<file path="src/rtl/wind_pkg.sv">
// Shared constants and types for the wind statistics path.
// Angles and bearings are 9Q7 degrees; moduli are 6Q10.
package wind_pkg;

  localparam int MOD_W    = 16;
  localparam int ANG_W    = 16;
  localparam int MOD_FRAC = 10;
  localparam int ANG_FRAC = 7;

  // One full turn and half turn in 9Q7 degrees
  localparam int DEG360_Q7 = 46080;
  localparam int DEG180_Q7 = 23040;

  typedef enum logic {
    S_EMPTY = 1'b0,  // no samples taken in the current window
    S_ACCUM = 1'b1   // at least one sample taken
  } win_state_e;

endpackage : wind_pkg

</file>
<file path="src/rtl/wind_bearing_conv.sv">
// Signed angle to compass bearing conversion (combinational).
// Ports:
//   angle_i   : signed 9Q7 degrees, range [-180, 180]
//   bearing_o : unsigned 9Q7 bearing, range [0, 360)
module wind_bearing_conv
  import wind_pkg::*;
(
  input  logic [ANG_W-1:0] angle_i,
  output logic [ANG_W-1:0] bearing_o
);

  // For negative inputs the true sum lies in [23040, 46080), so it fits
  // in ANG_W bits and modulo-2^ANG_W addition gives the exact result.
  always_comb begin
    if (angle_i[ANG_W-1]) bearing_o = angle_i + ANG_W'(DEG360_Q7);
    else                  bearing_o = angle_i;
  end

endmodule : wind_bearing_conv

</file>
<file path="src/rtl/wind_polar_stats.sv">
// Windowed wind statistics downstream of the CORDIC rect-to-polar stage.
// Over each window of 2^LOG2N accepted samples, produces the rounded mean
// modulus and the gust (peak modulus and its bearing); also tracks the
// bearing of the most recent accepted sample.
// Ports:
//   clock, reset  : rising-edge clock, synchronous active-high reset
//   clear         : restart the current window; held reports are kept
//   in_valid      : mod/angle valid this cycle
//   mod, angle    : signed 6Q10 modulus, signed 9Q7 angle
//   out_valid     : one-cycle pulse when the window report updates
//   avg_mod       : rounded window mean modulus (6Q10)
//   peak_mod      : window maximum modulus (6Q10)
//   peak_bearing  : bearing of the peak sample (9Q7, [0, 46080))
//   last_bearing  : bearing of the latest accepted sample (9Q7)
module wind_polar_stats
  import wind_pkg::*;
#(
  parameter int LOG2N = 4
) (
  input  logic                    clock,
  input  logic                    reset,
  input  logic                    clear,
  input  logic                    in_valid,
  input  logic signed [MOD_W-1:0] mod,
  input  logic signed [ANG_W-1:0] angle,
  output logic                    out_valid,
  output logic        [MOD_W-1:0] avg_mod,
  output logic        [MOD_W-1:0] peak_mod,
  output logic        [ANG_W-1:0] peak_bearing,
  output logic        [ANG_W-1:0] last_bearing
);

  // Sum of 2^LOG2N values below 2^MOD_W cannot exceed ACC_W bits, and
  // adding the rounding half still stays below 2^ACC_W.
  localparam int ACC_W = MOD_W + LOG2N;
  localparam int CNT_W = LOG2N;
  localparam logic [ACC_W-1:0] HALF     = ACC_W'(1) << (LOG2N - 1);
  localparam logic [CNT_W-1:0] CNT_LAST = {CNT_W{1'b1}};

  win_state_e       state_q, state_d;
  logic [ACC_W-1:0] acc_q, acc_d;
  logic [CNT_W-1:0] cnt_q, cnt_d;
  logic [MOD_W-1:0] peak_q, peak_d;
  logic [ANG_W-1:0] pbrg_q, pbrg_d;

  logic             ov_q, ov_d;
  logic [MOD_W-1:0] avg_q, avg_d;
  logic [MOD_W-1:0] rpeak_q, rpeak_d;
  logic [ANG_W-1:0] rpbrg_q, rpbrg_d;
  logic [ANG_W-1:0] lbrg_q, lbrg_d;

  logic [ANG_W-1:0] bearing;
  logic [MOD_W-1:0] mod_c;
  logic [ACC_W-1:0] acc_sum;
  logic [ACC_W-1:0] acc_rnd;
  logic             take;
  logic             new_peak;
  logic [MOD_W-1:0] peak_upd;
  logic [ANG_W-1:0] pbrg_upd;

  wind_bearing_conv u_brg (
    .angle_i   (angle),
    .bearing_o (bearing)
  );

  // Negative modulus means CORDIC overflow; treat it as calm.
  assign mod_c    = mod[MOD_W-1] ? '0 : mod;
  assign take     = in_valid && !clear;
  assign acc_sum  = acc_q + ACC_W'(mod_c);
  assign acc_rnd  = acc_sum + HALF;
  // Strictly greater so ties keep the earliest sample.
  assign new_peak = mod_c > peak_q;
  assign peak_upd = new_peak ? mod_c   : peak_q;
  assign pbrg_upd = new_peak ? bearing : pbrg_q;

  always_comb begin
    state_d = state_q;
    acc_d   = acc_q;
    cnt_d   = cnt_q;
    peak_d  = peak_q;
    pbrg_d  = pbrg_q;
    ov_d    = 1'b0;
    avg_d   = avg_q;
    rpeak_d = rpeak_q;
    rpbrg_d = rpbrg_q;
    lbrg_d  = lbrg_q;

    if (clear) begin
      state_d = S_EMPTY;
      acc_d   = '0;
      cnt_d   = '0;
      peak_d  = '0;
      pbrg_d  = '0;
    end else if (take) begin
      lbrg_d = bearing;
      unique case (state_q)
        S_EMPTY: begin
          // Window is at least two samples, so the first never closes it.
          state_d = S_ACCUM;
          acc_d   = ACC_W'(mod_c);
          cnt_d   = CNT_W'(1);
          peak_d  = mod_c;
          pbrg_d  = bearing;
        end
        S_ACCUM: begin
          if (cnt_q == CNT_LAST) begin
            // Closing sample: publish and restart with empty window.
            state_d = S_EMPTY;
            acc_d   = '0;
            cnt_d   = '0;
            peak_d  = '0;
            pbrg_d  = '0;
            ov_d    = 1'b1;
            avg_d   = acc_rnd[ACC_W-1:LOG2N];
            rpeak_d = peak_upd;
            rpbrg_d = pbrg_upd;
          end else begin
            acc_d  = acc_sum;
            cnt_d  = cnt_q + CNT_W'(1);
            peak_d = peak_upd;
            pbrg_d = pbrg_upd;
          end
        end
        default: state_d = S_EMPTY;
      endcase
    end
  end

  always_ff @(posedge clock) begin
    if (reset) begin
      state_q <= S_EMPTY;
      acc_q   <= '0;
      cnt_q   <= '0;
      peak_q  <= '0;
      pbrg_q  <= '0;
      ov_q    <= 1'b0;
      avg_q   <= '0;
      rpeak_q <= '0;
      rpbrg_q <= '0;
      lbrg_q  <= '0;
    end else begin
      state_q <= state_d;
      acc_q   <= acc_d;
      cnt_q   <= cnt_d;
      peak_q  <= peak_d;
      pbrg_q  <= pbrg_d;
      ov_q    <= ov_d;
      avg_q   <= avg_d;
      rpeak_q <= rpeak_d;
      rpbrg_q <= rpbrg_d;
      lbrg_q  <= lbrg_d;
    end
  end

  assign out_valid    = ov_q;
  assign avg_mod      = avg_q;
  assign peak_mod     = rpeak_q;
  assign peak_bearing = rpbrg_q;
  assign last_bearing = lbrg_q;

endmodule : wind_polar_stats

</file>
<file path="config.mk">
export PLATFORM = sky130hd
export DESIGN_NAME = wind_polar_stats
export DESIGN_NICKNAME = d
export VERILOG_FILES = /design/src/rtl/wind_pkg.sv /design/src/rtl/wind_bearing_conv.sv /design/src/rtl/wind_polar_stats.sv
export SDC_FILE = /design/constraint.sdc
export NUM_CORES = 1
export LEC_CHECK = 0
export CORE_AREA = 4 4 141 143
export DETAILED_ROUTE_END_ITERATION = 8
export DIE_AREA = 0 0 145 147
export PLACE_DENSITY = 0.64
export SLEW_MARGIN = 25
export SYNTH_ARGS = -nofsm -noshare
export SYNTH_HDL_FRONTEND = slang
export SYNTH_SLANG_ARGS = --single-unit
</file>
<file path="constraint.sdc">
create_clock -name clock -period 5.3 [get_ports clock]
set_input_delay 0.795 -clock clock [delete_from_list [all_inputs] [get_ports clock]]
set_output_delay 0.795 -clock clock [all_outputs]
set_load 0.01 [all_outputs]
</file>
==> results of run 1 <==
final cells by class:
class	count	area, um2	area share, %
Multi-Input combinational cell	709	4530	49.9
Sequential cell	122	2440	26.9
Timing Repair Buffer	120	1180	13.0
Clock buffer	21	460	5.07
Tap cell	234	293	3.22
Clock inverter	11	96.3	1.06
Inverter	23	86.3	0.950
kinds of logic (layout without fill, tap and decap cells):
kind of cell | count (synthesis) | count (layout) | synth area share, %
fa+ha+maj | 27 | 27 | 4.49
xor+xnor | 39 | 39 | 5.05
flops | 122 | 122 | 33.2
buf+inv | 97 | 175 | 5.48
mux | 4 | 4 | 0.544
simple gates | 331 | 331 | 22.1
compound gates | 308 | 308 | 29.1
routing by layer:
layer	vias to the layer above	GRT usage [%]	part of all wire [%]
met4	0	6.79	2.1
met1	3408	27.1	46
met5	-	0	0
li1	3528	-	-
met3	34	4.66	5.0
met2	202	34.7	47
state kept, by name, indices dropped and copies added (netlist names):
name          count
acc_q            20
last_bearing     16
peak_bearing     16
out_valid         1
peak_mod         16
pbrg_q           16
avg_mod          16
peak_q           16
cnt_q             4
state_q           1
per-stage QoR:
stage	utilization [%]	hold WS (ns)	instances
after global placement	45.8	0.438	1207
after global routing	48.9	0.464	1240
after CTS	48.8	0.450	1239
after detailed placement	45.8	0.444	1207
final	48.9	0.445	1240
after floorplan	-	0.433	928
worst max path at each step:
| stage | from | end |
|---|---|---|
| 2_1_floorplan | mod[15] | avg_mod[12] |
| 3_3_place_gp | mod[15] | avg_mod[12] |
| 3_5_place_dp | mod[15] | avg_mod[12] |
| 4_1_cts | mod[15] | avg_mod[12] |
| 5_1_grt | mod[15] | avg_mod[10] |
| 6_report | mod[15] | avg_mod[12] |
worst max-delay path, cell delays in order:
cell	delay, ns
clkdlybuf4s50_1	0.44
buf_12	0.18
nor2b_1	0.23
ha_1	0.29
ha_1	0.20
a21oi_2	0.06
o22a_2	0.29
o31ai_2	0.42
xnor2_1	0.32
o2111ai_2	0.34
nand4bb_1	0.42
or4_1	0.59
nand3_1	0.10
layout by cell type (no fill, tap or decap), types with 22 or more instances in the layout:
cell             count
nor2_1             102
ha_1                24
clkdlybuf4s50_1     99
inv_1               22
a21oi_1             82
o21ai_0             68
nand2_1             96
xnor2_1             24
dfxtp_1            122
nand3_1             30
where the power goes:
group / switching, mW / leakage [nW] / total (mW) / internal, mW
Combinational: 0.265 / 1.96 / 0.424 / 0.159
Clock: 0.442 / 0.273 / 1.11 / 0.667
Sequential: 0.0228 / 0.992 / 0.964 / 0.941
==> impl_metrics.tcl, run 1 <==
set metrics [dict create \
    ioPinCount 101 \
    relSlewSlack_pct 39.8 \
    drt_iter0_markers 593 \
    post_cts_resize_count 0 \
    clock-root-buffer "clkbuf_16" \
    setup_viol 0 \
    final_nets 1053 \
    power.density_nw_per_um2 275 \
    overflow 0 \
    grt_setup_unrepaired "no" \
    setup-tns-final_ns 0 \
    total_power_mw 2.50 \
    netlist_area_um2 7350 \
    leakage_nw 3.22 \
    start_util_pct 39.6 \
    r2r_end "avg_mod[12]" \
    dieHeight_um 147 \
    clockBufferDepth 2 \
    cap_viol_max_count 0 \
    final-hold-violation-count 0 \
    synth_common_cells "122 x dfxtp_1, 104 x nor2_1, 96 x nand2_1" \
    crit_arrival_ns 4.72 \
    htree_num_levels 4 \
    critical_path_class "in -> reg" \
    worst_slew_pin_slew_ns 0.904 \
    insertion_delay_ns 0.42 \
    clock.fmax_mhz 229 \
    grt_pass1_wl_um 36300 \
    fin_ws_ns 0.938 \
    r2r_start "acc_q[0]" \
    cts_tree "built" \
    via_per_inst 5.78 \
    die_x_um 145 \
    cts_setup_buffers 0 \
    synth_area_leaders "dfxtp_1 33%, a21oi_1 5.6%, nor2_1 5.3%, nand2_1 4.9%, o21ai_0 4.6%" \
    cts.sinks 122 \
    grt_max_degree 67 \
    wl_per_cell_um 18.2 \
    fillers 1777 \
    drive_gt1_share_pct 9.74 \
    drtAntennaViolNets 0 \
    synth-seq-cells 122 \
    post-route-min-period_ns 4.36 \
    antenna_found_initial 0 \
    core-area_um2 18600 \
    drv_slew 0 \
    yosys.area.top_type "dfxtp_1" \
    ff2ff_path_depth 10 \
    ys_types 83 \
    yosysTopAreaCellShare_pct 33.2 \
    ff2ff_setup_slack_ns 1.91 \
    synth_cells 928 \
    irDropWorstVdd_mv 0.218 \
    path_clk_slew_ns 0.06 \
    hold_depth 2 \
    place_ws_ns 0.543 \
    numCtsBuffers 17 \
    area_delta_synth_final_pct 23.6 \
    dieArea_um2 21300 \
    num_antenna_cells 0 \
    worstPathMaxFanout 33 \
    wl_um 22500 \
    postCtsHoldBufs 0 \
    syn_area_per_cell_um2 7.93 \
    synth.most_common_cell "dfxtp_1" \
    fin_crit_sh_pct 82.3 \
    crit_path_end_kind "register" \
    min_from "avg_mod[4]" \
    min_to "avg_mod[4]" \
    gp_congestion 0.879 \
    critPathRequiredTime_ns 5.66 \
    io_buffers 100 \
    holdCritPathClass "reg -> reg" \
    grt_pass1_vias 6810 \
    finClkSkew_ns 0.00635 \
    num_rows 50 \
    placed_cell_area_um2 8500 \
    ys_warn_count 0 \
    dr.pass1.iters 4 \
    remaining_drc_errors 0 \
    synth_edf_count 0 \
    synthFlopType "dfxtp_1" \
    cp-start-kind "input pin" \
    synth-seq-area-share_pct 33.2 \
    hpwl_um 15700 \
    async_reset_ff_share_pct 0 \
    vias 7172 \
    outcome "complete, no violations" \
    final_cell_area_um2 9090 \
    grt_usage_pct 20.9 \
    syn_nets 988 \
]
No activity file was read; power rests on OpenSTA's default activity.
==> run 2: changes to the inputs <==
--- a/config.mk
+++ b/config.mk
@@ -8,7 +8,7 @@
 export CORE_AREA = 4 4 141 143
 export DETAILED_ROUTE_END_ITERATION = 8
 export DIE_AREA = 0 0 145 147
-export PLACE_DENSITY = 0.64
+export PLACE_DENSITY = 0.66
 export SLEW_MARGIN = 25
 export SYNTH_ARGS = -nofsm -noshare
 export SYNTH_HDL_FRONTEND = slang
==> constraint.sdc (replaced) <==
create_clock -name clock -period 3.55 [get_ports clock]
set_input_delay 0.5325 -clock clock [delete_from_list [all_inputs] [get_ports clock]]
set_output_delay 0.5325 -clock clock [all_outputs]
set_load 0.01 [all_outputs]
==> impl_metrics.tcl, run 2 (same netlist as run 1, synthesis figures left out) <==
set metrics [dict create \
    outcome "complete, no violations" \
    numCtsBuffers 17 \
    num_rows 50 \
    mostFrequentLayoutCells "122 x dfxtp_1, 120 x buf_4, 102 x nor2_1, 98 x clkdlybuf4s50_1, 96 x nand2_1" \
    postCtsHoldBufs 0 \
    via_per_inst 5.66 \
    critical_path_class "in -> reg" \
    dieArea_um2 21300 \
    die_x_um 145 \
    num_antenna_cells 0 \
    post-route-util_pct 54.6 \
    timing.hold.ws_ns 0.452 \
    drtAntennaViolNets 0 \
    final_cell_area_um2 10100 \
    cts.sinks 122 \
    area_delta_synth_final_pct 37.9 \
    io_buffers 100 \
    post-route-min-period_ns 3.32 \
    ioPinCount 101 \
    remaining_drc_errors 0 \
    overflow 0 \
    grt_setup_unrepaired "no" \
    largest_reg_flops 20 \
    power.density_nw_per_um2 404 \
    drv_slew 0 \
    start_util_pct 39.6 \
    grt_usage_pct 21.3 \
    cts_tree "built" \
    critical_path.max_stage_delay_ns 0.50 \
    final_nets 1158 \
    grt_max_degree 56 \
    clockBufferDepth 2 \
    fin_crit_sh_pct 93.4 \
    crit_top_cell "a2111o_1" \
    cp_cell_sequence "clkdlybuf4s50_1, nor2b_2, ha_2, o21a_1, o221a_2, buf_4, o22ai_4, a2111o_1, a2111o_1, o211ai_2, nand4_1, or4_1, nand3_1" \
    placed_cell_area_um2 9390 \
    wl_um 23200 \
    clock-root-buffer "clkbuf_16" \
    core-area_um2 18600 \
    worst_slew_pin_slew_ns 0.891 \
    drt_iter0_markers 523 \
    top_register "acc_q" \
    final_common_cell "dfxtp_1" \
    final-hold-violation-count 0 \
    drive_gt1_share_pct 20.4 \
    cp-start-kind "input pin" \
    leakage_nw 3.83 \
    irDropWorstVdd_mv 0.342 \
    relSlewSlack_pct 40.6 \
    vias 7619 \
    setup_viol 0 \
    worstPathMaxFanout 6 \
    hpwl_um 16800 \
    dieHeight_um 147 \
    wl_per_cell_um 17.2 \
    critPathRequiredTime_ns 3.91 \
    crit_path_top_delay_cell "or4_1" \
    insertion_delay_ns 0.42 \
    clock.fmax_mhz 302 \
    crit_buf_inv 2 \
    dr.pass1.iters 5 \
    holdCritPathClass "reg -> reg" \
    grt_pass1_wl_um 37700 \
    gp_congestion 0.884 \
    crit_family "compound AO/OA/AOI/OAI gates" \
    setup-tns-final_ns 0 \
    finClkSkew_ns 0.00995 \
    cap_viol_max_count 0 \
    htree_num_levels 4 \
    antenna_found_initial 0 \
    path_clk_slew_ns 0.06 \
    crit_path_end_kind "register" \
    crit_arrival_ns 3.67 \
    total_power_mw 4.10 \
    grt_pass1_vias 7406 \
]
-- run 2: worst paths after layout --
kind	startpoint	endpoint	slack, ns	depth (start not counted)
max	mod[0]	avg_mod[14]	0.23	13
min	last_bearing[1]	last_bearing[1]	0.45	2
max reg2reg	acc_q[5]	avg_mod[14]	0.48	9
min reg2reg	last_bearing[1]	last_bearing[1]	0.45	2
-- run 2: timing repair --
action,4_1_cts,5_1_grt
endpoints found under the setup margin,0,25
resized for setup,0,21
endpoints found under the hold margin,0,0
buffers inserted,0,3
-- run 2: worst reg2reg max path, cell delays in order (launching register included) --
cell	delay, ns
dfxtp_1	0.63
nor4bb_1	0.29
a32oi_1	0.11
and2_1	0.25
a2111o_1	0.45
a2111o_1	0.43
o211ai_2	0.10
nand4_1	0.18
or4_1	0.50
nand3_1	0.09
-- run 2: final cells by class --
cell class / instances / area, um2
inverter: 23 / 86.3
multi-input combinational: 709 / 4690
timing repair buffer: 225 / 1990
tap: 234 / 293
fill: 1709 / 8440
clock buffer: 22 / 474
clock inverter: 10 / 164
sequential: 122 / 2440
-- run 2: where the power goes --
part | switching, mW | internal (mW) | total [mW]
combinational | 0.427 | 0.344 | 0.772
sequential | 0.0348 | 1.41 | 1.44
clock | 0.650 | 1.23 | 1.88
-- run 2: metrics by stage --
step | cells | worst slack [ns]
floorplan | 928 | 0.0219
global placement | 1310 | -0.386
detailed placement | 1310 | -0.364
CTS | 1342 | 0.0620
global route | 1345 | 0.0239
finish | 1345 | 0.234
-- run 2: per-layer routing --
metal,up-vias,routed length [um],GRT usage (%)
met3,35,1120,3.86
li1,3727,-,-
met1,3628,10400,27.5
met2,229,11100,36.0
met4,0,566,7.32
met5,-,0,0
==> run 3: changes to the inputs <==
--- a/config.mk
+++ b/config.mk
@@ -8,8 +8,9 @@
 export CORE_AREA = 4 4 141 143
 export DETAILED_ROUTE_END_ITERATION = 8
 export DIE_AREA = 0 0 145 147
-export PLACE_DENSITY = 0.66
-export SLEW_MARGIN = 25
+export DONT_BUFFER_PORTS = 1
+export PLACE_DENSITY = 0.59
+export SLEW_MARGIN = 20
 export SYNTH_ARGS = -nofsm -noshare
 export SYNTH_HDL_FRONTEND = slang
 export SYNTH_SLANG_ARGS = --single-unit
==> impl_metrics.tcl, run 3 (same netlist as run 1, synthesis figures left out) <==
set metrics [dict create \
    outcome "complete, no violations" \
    wl_um 22300 \
    ff2ff_setup_slack_ns 0.32 \
    cts.sinks 122 \
    cts_tree "built" \
    clock-root-buffer "clkbuf_16" \
    r2r_end "avg_mod[11]" \
    relSlewSlack_pct 41.2 \
    cts_setup_buffers 0 \
    critical_path_class "reg -> reg" \
    start_util_pct 39.6 \
    place_ws_ns 0.0535 \
    dr.pass1.iters 6 \
    clock.fmax_mhz 309 \
    worstPathMaxFanout 13 \
    timing.hold.ws_ns 0.178 \
    final-hold-violation-count 0 \
    post_cts_resize_count 0 \
    via_per_inst 5.95 \
    vias 6853 \
    crit_arrival_ns 3.57 \
    path_clk_slew_ns 0.06 \
    fin_ws_ns 0.317 \
    grt_setup_unrepaired "no" \
    holdCritPathClass "in -> reg" \
    final_nets 965 \
    grt_pass1_vias 6627 \
    ff2ff_path_depth 9 \
    r2r_start "acc_q[6]" \
    numCtsBuffers 17 \
    setup_viol 0 \
    drive_gt1_share_pct 13.0 \
    fin_crit_sh_pct 91.1 \
    ioPinCount 101 \
    num_rows 50 \
    grt_pass1_wl_um 35700 \
    drtAntennaViolNets 0 \
    drv_slew 0 \
    worstSetupStartpoint "acc_q[6]" \
    worst_slew_pin_slew_ns 0.881 \
    overflow 0 \
    hpwl_um 15600 \
    wl_per_cell_um 19.4 \
    core-area_um2 18600 \
    final_cell_area_um2 8210 \
    post-route-util_pct 44.2 \
    critPathRequiredTime_ns 3.89 \
    grt_usage_pct 20.6 \
    insertion_delay_ns 0.42 \
    largest_reg_flops 20 \
    postCtsHoldBufs 0 \
    mostFrequentLayoutCells "122 x dfxtp_1, 102 x nor2_1, 96 x nand2_1, 82 x a21oi_1, 68 x o21ai_0" \
    htree_num_levels 4 \
    antenna_found_initial 0 \
    area_delta_synth_final_pct 11.7 \
    post-route-min-period_ns 3.23 \
    setup.worst_path.end "avg_mod[11]" \
    die_x_um 145 \
    dieArea_um2 21300 \
    setup-tns-final_ns 0 \
    instances_no_fill 1152 \
    final_common_cell "dfxtp_1" \
    leakage_nw 2.93 \
    power.density_nw_per_um2 440 \
    dp_cells 1120 \
    clockBufferDepth 2 \
    dieHeight_um 147 \
    cp-start-kind "register" \
    remaining_drc_errors 0 \
    top_register "acc_q" \
    total_power_mw 3.61 \
    num_antenna_cells 0 \
    cap_viol_max_count 0 \
    placed_cell_area_um2 7660 \
    grt_max_degree 68 \
    finClkSkew_ns 0.00753 \
    drt_iter0_markers 467 \
    irDropWorstVdd_mv 0.302 \
    gp_congestion 0.857 \
    io_buffers 0 \
    crit_path_end_kind "register" \
]
run 3: cell types whose count changed in the layout (fill, tap and decap cells not counted), sizes merged:
cell,previous run,this run
clkdlybuf4s50,98,0
buf,126,32
bufinv,4,0
clkinv,4,8
clkbuf,22,19
clkinvlp,1,3
dlymetal6s2s,1,0
inv,24,25
run 3: how the worst min path moves through the flow:
stage / startpoint / end / slack [ns] / depth (start not counted)
after CTS: reset / peak_bearing[10] / 0.17 / 1
after global routing: reset / peak_bearing[11] / 0.17 / 1
after floorplan: peak_q[15] / peak_q[15] / 0.43 / 2
after detailed placement: cnt_q[3] / cnt_q[3] / 0.46 / 2
after global placement: cnt_q[3] / cnt_q[3] / 0.46 / 2
final: reset / peak_bearing[11] / 0.18 / 1
run 3: cell type report:
class                   instances  area, um2
flip-flops and latches        122       2440
inverters                      23       86.3
repair buffers                 32        240
well taps                     234        293
fillers                      1862      10400
clock inverters                13       95.1
clock buffers                  19        453
multi-input cells             709       4600
run 3: layer usage:
| layer | global-route usage [%] | vias to the layer above | wire length [um] |
|---|---|---|---|
| met4 | 7.51 | 0 | 657 |
| met3 | 4.32 | 36 | 1340 |
| li1 | - | 3359 | - |
| met5 | 0 | - | 0 |
| met2 | 34.5 | 230 | 10600 |
| met1 | 26.3 | 3228 | 9700 |
run 3: power breakdown:
part	total, mW	internal [mW]	leakage (nW)	switching [mW]
registers	1.44	1.40	0.992	0.0386
clock network	1.61	0.931	0.265	0.679
logic	0.557	0.210	1.67	0.348
run 3: critical path, cell delays in order, from the launching register on:
cell and delay [ns]:
dfxtp_1 0.63, nand2_1 0.19, o21ai_1 0.34, nor3_1 0.12
a221o_1 0.35, nor4b_4 0.27, nand4_2 0.20, nand4b_1 0.34
or4b_1 0.55, a31oi_1 0.16
